**src/rtl/start_screen_ctrl.sv**
```systemverilog
// Start-screen sequencer: frame tick, debounced start-switch flick, TITLE/COUNTDOWN/PLAY/OVER
// state machine, and blink gating of the start-text colour ahead of the pixel mux.
`timescale 1ns/1ps
module start_screen_ctrl #(
  parameter int SCREEN_HEIGHT      = 480,
  parameter int DEBOUNCE_FRAMES    = 3,
  parameter int BLINK_FRAMES       = 30,
  parameter int START_DELAY_FRAMES = 60,
  parameter int OVER_HOLD_FRAMES   = 120
) (
  input  logic        clk,
  input  logic        reset,
  input  logic [10:0] pixel_x,
  input  logic [10:0] pixel_y,
  input  logic        video_on,
  input  logic        sw_start,
  input  logic        game_over,
  input  logic [4:0]  text_rgb,
  output logic [4:0]  rgb_out,
  output logic        text_visible,
  output logic        frame_tick,
  output logic        game_start,
  output logic        game_active,
  output logic [1:0]  state
);

  localparam int MAX_A      = (DEBOUNCE_FRAMES > BLINK_FRAMES) ? DEBOUNCE_FRAMES : BLINK_FRAMES;
  localparam int MAX_B      = (START_DELAY_FRAMES > OVER_HOLD_FRAMES) ? START_DELAY_FRAMES
                                                                       : OVER_HOLD_FRAMES;
  localparam int MAX_FRAMES = (MAX_A > MAX_B) ? MAX_A : MAX_B;
  localparam int FW         = $clog2(MAX_FRAMES) + 1;
  localparam int DW         = $clog2(DEBOUNCE_FRAMES) + 1;
  localparam int BW         = $clog2(BLINK_FRAMES) + 1;

  localparam logic [DW-1:0] DEB_LAST   = DW'(DEBOUNCE_FRAMES - 1);
  localparam logic [BW-1:0] BLINK_LAST = BW'(BLINK_FRAMES - 1);
  localparam logic [FW-1:0] START_LAST = FW'(START_DELAY_FRAMES - 1);
  localparam logic [FW-1:0] OVER_LAST  = FW'(OVER_HOLD_FRAMES - 1);

  typedef enum logic [1:0] {
    S_TITLE     = 2'b00,
    S_COUNTDOWN = 2'b01,
    S_PLAY      = 2'b10,
    S_OVER      = 2'b11
  } state_e;

  state_e          state_q, state_d;
  logic            cond, cond_q;
  logic            sync1_q, sw_sync_q;
  logic            sw_stable_q, sw_stable_d;
  logic            init_done_q, init_done_d;
  logic [DW-1:0]   deb_cnt_q, deb_cnt_d;
  logic            flick;
  logic [FW-1:0]   frame_cnt_q, frame_cnt_d;
  logic [BW-1:0]   blink_cnt_q, blink_cnt_d;
  logic            blink_on_q, blink_on_d;
  logic            text_visible_q, text_visible_d;
  logic            game_start_q, game_start_d;
  logic            game_active_q, game_active_d;

  // Edge of the "first blanking line, column 0" condition, so a pixel lasting several
  // clocks still yields a single-clock tick.
  always_comb begin
    cond       = (pixel_y == 11'(SCREEN_HEIGHT)) && (pixel_x == 11'd0);
    frame_tick = cond & ~cond_q & ~reset;
  end

  // NOTE: every signal driven here gets a default first so no latch is inferred.
  always_comb begin
    sw_stable_d = sw_stable_q;
    init_done_d = init_done_q;
    deb_cnt_d   = deb_cnt_q;
    flick       = 1'b0;
    if (!init_done_q) begin
      deb_cnt_d = '0;
      if (frame_tick) begin
        sw_stable_d = sw_sync_q;
        init_done_d = 1'b1;
      end
    end else if (sw_sync_q == sw_stable_q) begin
      deb_cnt_d = '0;
    end else if (frame_tick) begin
      if (deb_cnt_q == DEB_LAST) begin
        sw_stable_d = sw_sync_q;
        deb_cnt_d   = '0;
        flick       = 1'b1;
      end else begin
        deb_cnt_d = deb_cnt_q + 1'b1;
      end
    end
  end

  always_comb begin
    state_d      = state_q;
    frame_cnt_d  = frame_cnt_q;
    blink_cnt_d  = blink_cnt_q;
    blink_on_d   = blink_on_q;
    game_start_d = 1'b0;
    unique case (state_q)
      S_TITLE: begin
        if (flick) begin
          state_d     = S_COUNTDOWN;
          frame_cnt_d = '0;
          blink_cnt_d = '0;
          blink_on_d  = 1'b1;
        end else if (frame_tick) begin
          if (blink_cnt_q == BLINK_LAST) begin
            blink_cnt_d = '0;
            blink_on_d  = ~blink_on_q;
          end else begin
            blink_cnt_d = blink_cnt_q + 1'b1;
          end
        end
      end
      S_COUNTDOWN: begin
        if (frame_tick) begin
          if (frame_cnt_q == START_LAST) begin
            state_d      = S_PLAY;
            frame_cnt_d  = '0;
            game_start_d = 1'b1;
          end else begin
            frame_cnt_d = frame_cnt_q + 1'b1;
          end
        end
      end
      S_PLAY: begin
        if (game_over) begin
          state_d     = S_OVER;
          frame_cnt_d = '0;
        end
      end
      S_OVER: begin
        if (frame_tick) begin
          if (frame_cnt_q == OVER_LAST) begin
            state_d     = S_TITLE;
            frame_cnt_d = '0;
            blink_cnt_d = '0;
            blink_on_d  = 1'b1;
          end else begin
            frame_cnt_d = frame_cnt_q + 1'b1;
          end
        end
      end
      default: state_d = S_TITLE;
    endcase

    // Registered outputs are derived from the next state so they line up with state_q.
    unique case (state_d)
      S_TITLE: text_visible_d = blink_on_d;
      S_OVER:  text_visible_d = 1'b1;
      default: text_visible_d = 1'b0;
    endcase
    game_active_d = (state_d == S_PLAY);
  end

  // NOTE: sequential state uses non-blocking assignments only, so every flop samples
  // pre-edge values regardless of statement order.
  always_ff @(posedge clk) begin
    if (reset) begin
      state_q        <= S_TITLE;
      cond_q         <= 1'b0;
      sync1_q        <= 1'b0;
      sw_sync_q      <= 1'b0;
      sw_stable_q    <= 1'b0;
      init_done_q    <= 1'b0;
      deb_cnt_q      <= '0;
      frame_cnt_q    <= '0;
      blink_cnt_q    <= '0;
      blink_on_q     <= 1'b1;
      text_visible_q <= 1'b1;
      game_start_q   <= 1'b0;
      game_active_q  <= 1'b0;
    end else begin
      state_q        <= state_d;
      cond_q         <= cond;
      sync1_q        <= sw_start;
      sw_sync_q      <= sync1_q;
      sw_stable_q    <= sw_stable_d;
      init_done_q    <= init_done_d;
      deb_cnt_q      <= deb_cnt_d;
      frame_cnt_q    <= frame_cnt_d;
      blink_cnt_q    <= blink_cnt_d;
      blink_on_q     <= blink_on_d;
      text_visible_q <= text_visible_d;
      game_start_q   <= game_start_d;
      game_active_q  <= game_active_d;
    end
  end

  // Colour gating stays combinational to remain pixel-aligned with text_rgb.
  assign rgb_out      = (video_on && text_visible_q) ? text_rgb : 5'd0;
  assign text_visible = text_visible_q;
  assign game_start   = game_start_q;
  assign game_active  = game_active_q;
  assign state        = state_q;

endmodule

```
**config.mk**
```make
export PLATFORM = sky130hd
export DESIGN_NAME = start_screen_ctrl
export DESIGN_NICKNAME = d
export VERILOG_FILES = /design/src/rtl/start_screen_ctrl.sv
export SDC_FILE = /design/constraint.sdc
export NUM_CORES = 1
export LEC_CHECK = 0
export CELL_PAD_IN_SITES_DETAIL_PLACEMENT = 0
export CELL_PAD_IN_SITES_GLOBAL_PLACEMENT = 2
export CORE_UTILIZATION = 29
export DETAILED_ROUTE_END_ITERATION = 12
export HOLD_SLACK_MARGIN = 0.08
export PLACE_DENSITY = 0.86
export REMOVE_ABC_BUFFERS = 1
export SYNTH_ARGS = -nofsm -noshare
export SYNTH_HDL_FRONTEND = slang
export SYNTH_SLANG_ARGS = --single-unit
```
**constraint.sdc**
```tcl
create_clock -name clk -period 3.58 [get_ports clk]
set_input_delay 0.716 -clock clk [delete_from_list [all_inputs] [get_ports clk]]
set_output_delay 0.716 -clock clk [all_outputs]
set_load 0.02 [all_outputs]
```
==> qor.txt, run 1 <==
Status = finished, final reports clean
Hold path depth = 1
Synth warn = 0
Final HPWL DP = 3540 um
Mapped Cells = 209
Setup_tns = 0 ns
GRT Residual Overflow = 0
Die Width = 80.1 um
Core footprint = 5890 um^2
RR Startpoint = frame_cnt_q[0]
FF+latch count, synth = 28
Worst-path clk slew = 0.10 ns
Synth async-reset ratio = 0%
Worst vdd ir = 0.148 mV
Routed vias/inst = 5.21
Row count = 28
Period utilization = 94.9%
Synth cell types = 54
Fin. max-slew vios = 0
Cells after DPL = 326
FMAX = 0.294 GHz
Num CTS Buffers = 3
Power Density = 271 nW/um^2
Critical path data arrival time = 2.68 ns
Tot GR Track Use = 15.6%
Starting Density = 30.0%
CP required = 2.86 ns
LEAKAGE = 0.836 nW
Startpoint types = input port
Post-route DRC violation count = 0
NumNets Final = 298
PortBufs = 42
Worst hold-check path type = flop to flop
Measured slew at the worst slew-check pin = 0.738 ns
Clock tree root driver cell = clkbuf_8
Clk buf depth = 2
Worst skew pair latency = 0.28 ns
Crit path max fanout = 3
Die ar. = 6410 um^2
DRT Pass-1 Iters = 4
Hold Path Origin = sync1_q
CTS resizes = 0
Synthesized cell area = 1770 um^2
First-pass GRT wire length = 7850 um
Final ANT Viol Nets = 0
Ant. Diodes = 0
Reg2Reg Depth = 8
Fillers = 615
Gpl congestion = 0.822
Final hold viol count = 0
CP Capture Type = primary output
Wire length after detailed routing = 4550 um
Critical register-to-register path endpoint = text_visible
Synth Flop Type = dfxtp_1
Worst slew margin = 50.7%
Via count = 1718
Ports = 43
Drt wl/cell = 13.8 um
Non-filler cells, final = 330
Sink Count = 28
R2R Setup Slk = 0.79 ns
Post-synth EDFFs = 0
Sequential area share after synthesis = 31.7%
Die height = 80.1 um
Setup Viol. Count Final = 0
H-tree levels = 1
Setup CP Type = input port to primary output
Initial antenna violation count = 0
Vias in the first global route = 1657
Largest net degree at the start of global routing = 19
CTS tree = done
Worst hold path endpoint = sw_sync_q
RSZ-0062 raised after global routing = false
Area grow syn2layout = 34.2%
Max-Cap Viols = 0
Post-CTS Setup Repair Bufs = 0
Hold_buf cts = 0
Clock Skew = 0.00554 ns
Syn avg cell area = 8.45 um^2
Layout cells sized above 1 = 7.06%
Min cycle time layout = 3.40 ns
First-iteration detailed-routing DRC count = 97
-- cells in the mapped netlist (all sizes together), types with 2 or more instances --
library cell  count  area share (%)
dfxtp            28              32
inv              15             3.2
nand3            12             3.4
nor2             12             2.5
a21oi            10             2.8
ha               10             7.1
nand2            10             2.1
a211oi            8             3.4
and3              8             2.8
nor4              8             2.8
nor2b             7             2.5
o21ai             6             1.7
o32ai             5             2.5
xnor2             5             2.5
buf               4             1.5
clkbuf            4            0.85
nor3              4             1.1
o31ai             4             2.8
or3               4             1.4
nand2b            3             1.1
nand4             3             1.1
o211ai            3             1.3
a21o              2            0.85
a221oi            2            0.99
a311o             2             1.1
and4              2            0.99
nor4b             2             1.3
o211a             2             1.1
or2               2            0.71
xor2              2            0.99
-- cell type report --
type,count,area [um^2],share of cell area (%)
clock inverters,1,30.0,1.27
flip-flops and latches,28,561,23.6
well taps,75,93.8,3.96
repair buffers,50,480,20.3
inverters,15,56.3,2.37
multi-input cells,158,1110,46.8
clock buffers,3,41.3,1.74
-- worst max-delay path by stage --
| stage | start | end | slack, ns | cells past startpoint |
|---|---|---|---|---|
| after CTS | pixel_y[2] | frame_tick | 0.19 | 6 |
| after detailed placement | pixel_y[2] | text_visible | 0.14 | 8 |
| after global routing | pixel_y[2] | frame_tick | 0.05 | 6 |
| after floorplan | pixel_x[7] | text_visible | 0.60 | 7 |
| after global placement | pixel_y[2] | text_visible | 0.17 | 8 |
| final | pixel_y[2] | frame_tick | 0.18 | 6 |
-- per-stage QoR --
stage | total power, mW | area, um^2 | utilization (%) | hold slack (ns) | setup WS, ns
6_report | 0.641 | 2370 | 40.3 | 0.449 | 0.183
5_1_grt | 0.666 | 2370 | 40.3 | 0.463 | 0.0489
4_1_cts | 0.652 | 2370 | 40.3 | 0.451 | 0.192
3_5_place_dp | 0.395 | 2300 | 39.1 | 0.426 | 0.142
3_3_place_gp | 0.394 | 2300 | 39.1 | 0.420 | 0.167
2_1_floorplan | 0.344 | 1730 | - | 0.414 | 0.596
-- where the power goes --
group,internal (mW),switching [mW],total [mW],leakage [nW]
Clock,0.150,0.105,0.255,0.0357
Sequential,0.315,0.00261,0.317,0.227
Combinational,0.0450,0.0243,0.0693,0.574
-- critical path: stages --
cell and delay (ns):
clkdlybuf4s50_1 0.41, nor4b_2 0.31, nor3b_1 0.35, nand2_1 0.18, inv_1 0.10, clkdlybuf4s50_1 0.60
-- per-layer routing --
layer	track usage, %	part of all wire [%]	wire length [um]
met5	0	0	0
met4	6.96	2.2	100
met3	1.93	5.7	260
met2	25.6	44	2010
met1	20.3	48	2190
-- cell usage in the layout, fill, tap and decap left out, types with 4 or more instances in the layout --
cell type        Yosys  final
ha_1                10     10
nand2_1             10     10
buf_4                0      8
and3_1               8      8
a211oi_1             8      8
o32ai_1              5      5
clkdlybuf4s50_1      0     42
o21ai_0              6      6
a21oi_1             10     10
xnor2_1              5      5
nand3_1             12     12
inv_1               15     15
nor2b_1              7      7
nor2_1              12     12
nor3_1               4      4
nor4_1               8      8
or3_1                4      4
dfxtp_1             28     28
-- flip-flops by register name (all words and copies together) (netlist names) --
signal	flops
frame_cnt_q	8
blink_cnt_q	6
state	2
text_visible	1
sync1_q	1
game_active	1
sw_stable_q	1
game_start	1
blink_on_q	1
deb_cnt_q	3
init_done_q	1
cond_q	1
sw_sync_q	1
-- cells by family after synthesis --
family,share of synthesized area [%]
buffers and inverters,5.52
adder cells (fa/ha/maj),7.08
flip-flops,31.7
AO/OA/AOI/OAI,23.4
XOR/XNOR,3.47
AND/OR/NAND/NOR,28.3
multiplexers,0.567
Power figures use the tool's default switching activity.
==> run 2: changes to the inputs <==
--- a/config.mk
+++ b/config.mk
@@ -9,9 +9,10 @@
 export CELL_PAD_IN_SITES_GLOBAL_PLACEMENT = 2
 export CORE_UTILIZATION = 29
 export DETAILED_ROUTE_END_ITERATION = 12
-export HOLD_SLACK_MARGIN = 0.08
+export HOLD_SLACK_MARGIN = 0.1
 export PLACE_DENSITY = 0.86
 export REMOVE_ABC_BUFFERS = 1
 export SYNTH_ARGS = -nofsm -noshare
 export SYNTH_HDL_FRONTEND = slang
 export SYNTH_SLANG_ARGS = --single-unit
+export TNS_END_PERCENT = 1
==> results of run 2 <==
Same layout as run 1: the final DEF is identical, and so are final timing and power.
